===== config.mk =====
export PLATFORM = sky130hd
export DESIGN_NAME = cpu8080_intc
export DESIGN_NICKNAME = d
export VERILOG_FILES = /design/src/rtl/cpu8080_intc_pkg.sv /design/src/rtl/cpu8080_intc_prio.sv /design/src/rtl/cpu8080_intc.sv
export SDC_FILE = /design/constraint.sdc
export NUM_CORES = 1
export LEC_CHECK = 0
export BUFFER_PORTS_ARGS = -buffer_cell sky130_fd_sc_hd__buf_2
export CORE_MARGIN = 2
export CORE_UTILIZATION = 50
export DETAILED_ROUTE_END_ITERATION = 8
export HOLD_SLACK_MARGIN = 0.08
export PLACE_DENSITY_LB_ADDON = 0.08
export SLEW_MARGIN = 20
export SYNTH_ARGS = -nofsm -noshare
export SYNTH_HDL_FRONTEND = slang
export SYNTH_SLANG_ARGS = --single-unit

===== constraint.sdc =====
create_clock -name i_clock -period 2.09 [get_ports i_clock]
set_input_delay 0.1045 -clock i_clock [delete_from_list [all_inputs] [get_ports i_clock]]
set_output_delay 0.1045 -clock i_clock [all_outputs]
set_load 0.02 [all_outputs]

===== src/rtl/cpu8080_intc_pkg.sv =====
// cpu8080_intc_pkg: shared constants, state type and vector helper for the
// cpu8080 vectored interrupt controller.
package cpu8080_intc_pkg;

  localparam int unsigned NUM_IRQ         = 8;
  localparam int unsigned VEC_W           = 3;
  localparam logic [7:0]  RST_BASE        = 8'hC7;
  localparam logic [7:0]  SPURIOUS_VEC    = 8'hFF;
  localparam logic [7:0]  IMR_OFS         = 8'd0;
  localparam logic [7:0]  ISR_OFS         = 8'd1;
  localparam int unsigned EOI_NONSPEC_BIT = 7;

  typedef enum logic {IDLE = 1'b0, ACK = 1'b1} state_t;

  // RST n opcode: 11nnn111
  function automatic logic [7:0] rst_opcode(input logic [VEC_W-1:0] n);
    return RST_BASE | {2'b00, n, 3'b000};
  endfunction

endpackage


===== src/rtl/cpu8080_intc_prio.sv =====
// cpu8080_intc_prio: combinational eligibility filter and priority encoder.
// Ports:
//   i_irr, i_imr, i_isr : pending, mask and in-service vectors
//   o_valid             : some request is eligible
//   o_index             : lowest eligible index (index 0 = highest priority)
module cpu8080_intc_prio
  import cpu8080_intc_pkg::*;
(
  input  logic [NUM_IRQ-1:0] i_irr,
  input  logic [NUM_IRQ-1:0] i_imr,
  input  logic [NUM_IRQ-1:0] i_isr,
  output logic               o_valid,
  output logic [VEC_W-1:0]   o_index
);

  logic [NUM_IRQ-1:0] w_isr_low;
  logic [NUM_IRQ-1:0] w_below;
  logic [NUM_IRQ-1:0] w_elig;

  // Isolate the highest-priority in-service bit; minus one gives the mask of
  // strictly higher priorities (all ones when nothing is in service).
  assign w_isr_low = i_isr & (~i_isr + 8'd1);
  assign w_below   = w_isr_low - 8'd1;
  assign w_elig    = i_irr & ~i_imr & w_below;

  always_comb begin
    o_valid = |w_elig;
    o_index = '0;
    for (int i = int'(NUM_IRQ) - 1; i >= 0; i--) begin
      if (w_elig[i]) o_index = VEC_W'(i);
    end
  end

endmodule


===== src/rtl/cpu8080_intc.sv =====
// cpu8080_intc: 8-input vectored interrupt controller for the cpu8080 core.
// Latches irq rising edges, raises o_intr, answers inta with an RST n opcode,
// and exposes IMR (BASE_PORT) and ISR/EOI (BASE_PORT+1) on the I/O bus.
// Optional build macro CPU8080_INTC_AUTO_EOI_EN: acknowledge never sets ISR,
// EOI writes are ignored.
// Ports:
//   i_clock, i_reset      : clock, synchronous active-high reset
//   i_addr, i_data_in     : I/O port number and write data
//   o_data_out, o_data_oe : read / vector data and its bus enable
//   i_readio, i_writeio   : I/O strobes
//   i_inta, o_intr        : acknowledge in, interrupt request out
//   i_irq                 : synchronous rising-edge peripheral requests
module cpu8080_intc
  import cpu8080_intc_pkg::*;
#(
  parameter logic [7:0] BASE_PORT = 8'h20
)(
  input  logic               i_clock,
  input  logic               i_reset,
  input  logic [7:0]         i_addr,
  input  logic [7:0]         i_data_in,
  output logic [7:0]         o_data_out,
  output logic               o_data_oe,
  input  logic               i_readio,
  input  logic               i_writeio,
  input  logic               i_inta,
  input  logic [NUM_IRQ-1:0] i_irq,
  output logic               o_intr
);

  localparam logic [7:0] IMR_PORT = 8'(BASE_PORT + IMR_OFS);
  localparam logic [7:0] ISR_PORT = 8'(BASE_PORT + ISR_OFS);

  state_t             r_state, w_state_nxt;
  logic [NUM_IRQ-1:0] r_irq_q, r_irr, r_imr, r_isr;
  logic [7:0]         r_vec;
  logic               r_intr, r_inta_q, r_wr_q;

  logic               w_valid, w_ack, w_wr_edge, w_hit_imr, w_hit_isr;
  logic [VEC_W-1:0]   w_idx;
  logic [NUM_IRQ-1:0] w_rise, w_take, w_isr_set, w_isr_clr;

  assign w_rise    = i_irq & ~r_irq_q;
  assign w_wr_edge = i_writeio & ~r_wr_q;
  assign w_hit_imr = (i_addr == IMR_PORT);
  assign w_hit_isr = (i_addr == ISR_PORT);
  assign o_intr    = r_intr;

  cpu8080_intc_prio u_prio (
    .i_irr   (r_irr),
    .i_imr   (r_imr),
    .i_isr   (r_isr),
    .o_valid (w_valid),
    .o_index (w_idx)
  );

  // State register
  always_ff @(posedge i_clock) begin
    if (i_reset) r_state <= IDLE;
    else         r_state <= w_state_nxt;
  end

  // Next state, acknowledge strobe and bus outputs
  always_comb begin
    w_state_nxt = r_state;
    w_ack       = 1'b0;
    o_data_oe   = 1'b0;
    o_data_out  = 8'h00;
    case (r_state)
      IDLE: begin
        if (i_inta && !r_inta_q) begin
          w_state_nxt = ACK;
          w_ack       = 1'b1;
        end
        if (i_readio && (w_hit_imr || w_hit_isr)) begin
          o_data_oe  = 1'b1;
          o_data_out = w_hit_imr ? r_imr : r_isr;
        end
      end
      ACK: begin
        o_data_oe  = 1'b1;
        o_data_out = r_vec;
        if (!i_inta) w_state_nxt = IDLE;
      end
      default: w_state_nxt = IDLE;
    endcase
  end

  assign w_take = (w_ack && w_valid) ? NUM_IRQ'(8'd1 << w_idx) : '0;

`ifdef CPU8080_INTC_AUTO_EOI_EN
  assign w_isr_set = '0;
  assign w_isr_clr = '0;
`else
  logic [NUM_IRQ-1:0] w_isr_low;
  assign w_isr_low = r_isr & (~r_isr + 8'd1);
  assign w_isr_set = w_take;
  always_comb begin
    w_isr_clr = '0;
    if (w_wr_edge && w_hit_isr) begin
      if (i_data_in[EOI_NONSPEC_BIT]) w_isr_clr = w_isr_low;
      else                            w_isr_clr = NUM_IRQ'(8'd1 << i_data_in[2:0]);
    end
  end
`endif

  // Request, mask, in-service and vector registers
  always_ff @(posedge i_clock) begin
    if (i_reset) begin
      r_irq_q  <= i_irq;
      r_inta_q <= i_inta;
      r_wr_q   <= i_writeio;
      r_irr    <= '0;
      r_imr    <= '1;
      r_isr    <= '0;
      r_vec    <= 8'h00;
      r_intr   <= 1'b0;
    end else begin
      r_irq_q  <= i_irq;
      r_inta_q <= i_inta;
      r_wr_q   <= i_writeio;
      r_irr    <= (r_irr & ~w_take) | w_rise;
      r_isr    <= (r_isr & ~w_isr_clr) | w_isr_set;
      if (w_wr_edge && w_hit_imr) r_imr <= i_data_in;
      if (w_ack) r_vec <= w_valid ? rst_opcode(w_idx) : SPURIOUS_VEC;
      // Held low for the whole acknowledge
      r_intr   <= w_valid && (w_state_nxt == IDLE);
    end
  end

endmodule


==> metrics.md <==
| Metric | Value |
|---|---|
| Grt ovf | `0` |
| CTS tree | `done` |
| Final Hold Fails | `0` |
| Worst Skew | `0.0114 ns` |
| Post-synthesis net count | `244` |
| LEAKAGE | `0.960 nW` |
| Ys flop type | `dfxtp_1` |
| Clk slew on worst S/H paths | `0.09 ns` |
| Gpl congestion | `0.844` |
| Synth Instances | `215` |
| Post-synth EDFFs | `0` |
| Share of layout cells above drive strength 1 | `27.5%` |
| Fin. max-slew vios | `0` |
| Slew margin rel. | `61.4%` |
| Via density | `5.47` |
| Pre-CTS setup slack | `0.0722 ns` |
| Top cells by area, synth | `dfxtp_1, nor2b_1, o21ai_0` |
| Commonest cells post-synth | `dfxtp_1, o21ai_0, a21oi_1, nor2_1, nor2b_1` |
| P per Cell Area | `644 nW/um^2` |
| Clock Latency Late Sink | `0.30 ns` |
| Register bit count reported by yosys | `40` |
| Hold endpoint | `r_imr[1]$_SDFFE_PP1P_` |
| 1st-pass router iterations | `4` |
| Die X | `66.8 um` |
| # IOs | `39` |
| ANT cells | `0` |
| Vias after detailed routing | `1,771` |
| CTS Buf Count | `5` |
| Max-cap violations | `0` |
| DR iter-0 viols | `110` |
| Post-route ant nets | `0` |
| Seq/Total Area, Yosys | `40.7%` |
| Global-route wire length before repair | `7840 um` |
| Htree depth | `2` |
| R2r startpoint | `r_isr[1]$_SDFF_PP0_` |
| Core Region | `3720 um^2` |
| CTS Buffer Depth | `2` |
| Crit end category | `register` |
| Fillers | `327` |
| Reg-to-reg critical path endpoint | `r_isr[4]$_SDFF_PP0_` |
| Initial Utilization | `53.0%` |
| Synth warn | `0` |
| WHS Path Cells | `2` |
| Vert. Die Dim | `66.8 um` |
| Ys async rst share | `0%` |
| Post-synth top area cell | `dfxtp_1` |
| R2R Setup Slk | `0.12 ns` |
| Fin worst setup slack | `0.118 ns` |
| Worst hold path class | `in -> reg` |
| Die ar. | `4460 um^2` |
| Synth cell types | `49` |
| WL per Instance | `14.9 um` |
| Worst endpoint required time | `2.32 ns` |
| Hold path startpoint | `i_data_in[1]` |
| Dpl hpwl | `3350 um` |
| Core Util, Final | `67.5%` |
| Reg2Reg Depth | `6` |
| Hold_ws | `0.119 ns` |
| Worst Tran Pin Value | `0.578 ns` |
| Root buffer cell | `clkbuf_8` |
| WS Path Type | `reg -> reg` |
| Element type at the critical path start | `register` |
| Post-Synthesis Cell Area | `1970 um^2` |
| Critical path data arrival time | `2.21 ns` |
| Fmax | `507 MHz` |
| Final WL | `4830 um` |
| Final critical delay including setup and external delays | `1.97 ns` |
| Final period util | `94.4%` |
| Avg Inst Size Synth | `9.16 um^2` |
| DR DRC count | `0` |
| Placement Rows | `22` |
| CP max FO | `6` |
| Peak supply drop | `0.000565 V` |
| Top-area cell type share of the netlist area | `40.7%` |
| Clock Sinks | `40` |
| Area grow syn2layout | `27.3%` |
| Fin nets | `304` |
| Overall Global Routing Usage | `23.7%` |
| Vias in the first global route | `1,694` |
| Largest net degree at the start of global routing | `31` |
| DP Area | `2210 um^2` |
| Port Buf Inserts | `38` |
| Most common cell in the netlist | `dfxtp_1` |
| Final setup viols | `0` |
| Initial antenna violation count | `0` |
| Status | `finished, final reports clean` |
| Fin area | `2510 um^2` |
-- report_power, final --
| group | switching [mW] | internal [mW] | total [mW] |
|---|---|---|---|
| Sequential | 0.0131 | 0.789 | 0.802 |
| Combinational | 0.0665 | 0.0745 | 0.141 |
| Clock | 0.280 | 0.391 | 0.670 |
-- sequential cells by signal (all words and copies together) (netlist names) --
| register | flops |
|---|---|
| r_irr | 8 |
| r_isr | 8 |
| r_wr_q | 1 |
| r_irq_q | 8 |
| r_state | 1 |
| r_inta_q | 1 |
| r_imr | 8 |
| r_vec | 4 |
| o_intr | 1 |
-- cell usage in the layout, fill, tap and decap left out, types with 2 or more instances in the layout --
| cell | n |
|---|---|
| dfxtp_1 | 39 |
| buf_2 | 38 |
| o21ai_0 | 21 |
| nor2_1 | 18 |
| a21oi_1 | 18 |
| nor2b_1 | 17 |
| dlygate4sd3_1 | 15 |
| buf_4 | 11 |
| nand2_1 | 9 |
| mux2i_1 | 9 |
| nand2b_1 | 9 |
| nand3_1 | 6 |
| a211o_1 | 6 |
| clkbuf_8 | 6 |
| nor3_1 | 5 |
| a22oi_1 | 4 |
| inv_1 | 3 |
| and3_1 | 3 |
| nor3_2 | 2 |
| o31ai_1 | 2 |
| and3b_1 | 2 |
| a31oi_1 | 2 |
| a211o_2 | 2 |
-- kinds of logic (layout without fill, tap and decap cells) --
| logic type | count (synthesis) | after routing | synth area share, % |
|---|---|---|---|
| flip-flops | 40 | 40 | 40.7 |
| multiplexers | 9 | 9 | 4.57 |
| buffers and inverters | 14 | 75 | 5.08 |
| AO/OA/AOI/OAI | 64 | 64 | 21.2 |
| AND/OR/NAND/NOR | 88 | 88 | 28.5 |
-- repair_timing --
item,CTS,global route
endpoints found under the hold margin,20,0
hold buffers,15,0
endpoints found under the setup margin,0,5
buffers inserted,0,1
gates resized for setup,0,5
-- layout make-up --
cell class	count	area, um^2	share of cell area (%)
clock inverter	2	38.8	1.55
tap	48	60.1	2.40
multi-input combinational	161	1090	43.5
inverter	3	11.3	0.449
sequential	40	802	32.0
timing repair buffer	64	423	16.9
clock buffer	6	82.6	3.29
-- worst max-delay path by stage --
stage	to	depth (start not counted)	slack, ns	start
2_1_floorplan	r_vec[4]$_SDFFE_PP0P_	7	0.23	r_isr[0]$_SDFF_PP0_
3_3_place_gp	r_irr[7]$_SDFF_PP0_	5	0.13	r_isr[0]$_SDFF_PP0_
3_5_place_dp	r_irr[5]$_SDFF_PP0_	5	0.07	r_isr[0]$_SDFF_PP0_
4_1_cts	r_irr[5]$_SDFF_PP0_	5	0.07	r_isr[0]$_SDFF_PP0_
5_1_grt	r_irr[5]$_SDFF_PP0_	5	-0.003	r_imr[7]$_SDFFE_PP1P_
6_report	r_isr[4]$_SDFF_PP0_	6	0.12	r_isr[1]$_SDFF_PP0_
-- stage by stage --
step	cells	power, mW	TNS [ns]
after floorplan	215	0.886	0
after global placement	300	0.935	0
after detailed placement	300	0.937	0
after CTS	323	1.62	0
after global routing	324	1.68	-0.00337
final	324	1.61	0
-- critical path, cell delays in order (launching register included) --
cell and delay (ns):
dfxtp_1 0.35, buf_4 0.17, nor4b_4 0.36, nor2_1 0.13, and4_2 0.30, or4_1 0.48, a21oi_1 0.13
-- metal layers --
layer	GRT usage [%]	vias to the layer above	wire length (um)	share of wire (%)
met2	39.3	51	2230	46
li1	-	905	-	-
met3	5.07	5	279	5.8
met5	0	-	0	0
met1	30.6	810	2260	47
met4	7.65	0	58	1.2
No activity file was read; power rests on OpenSTA's default activity.
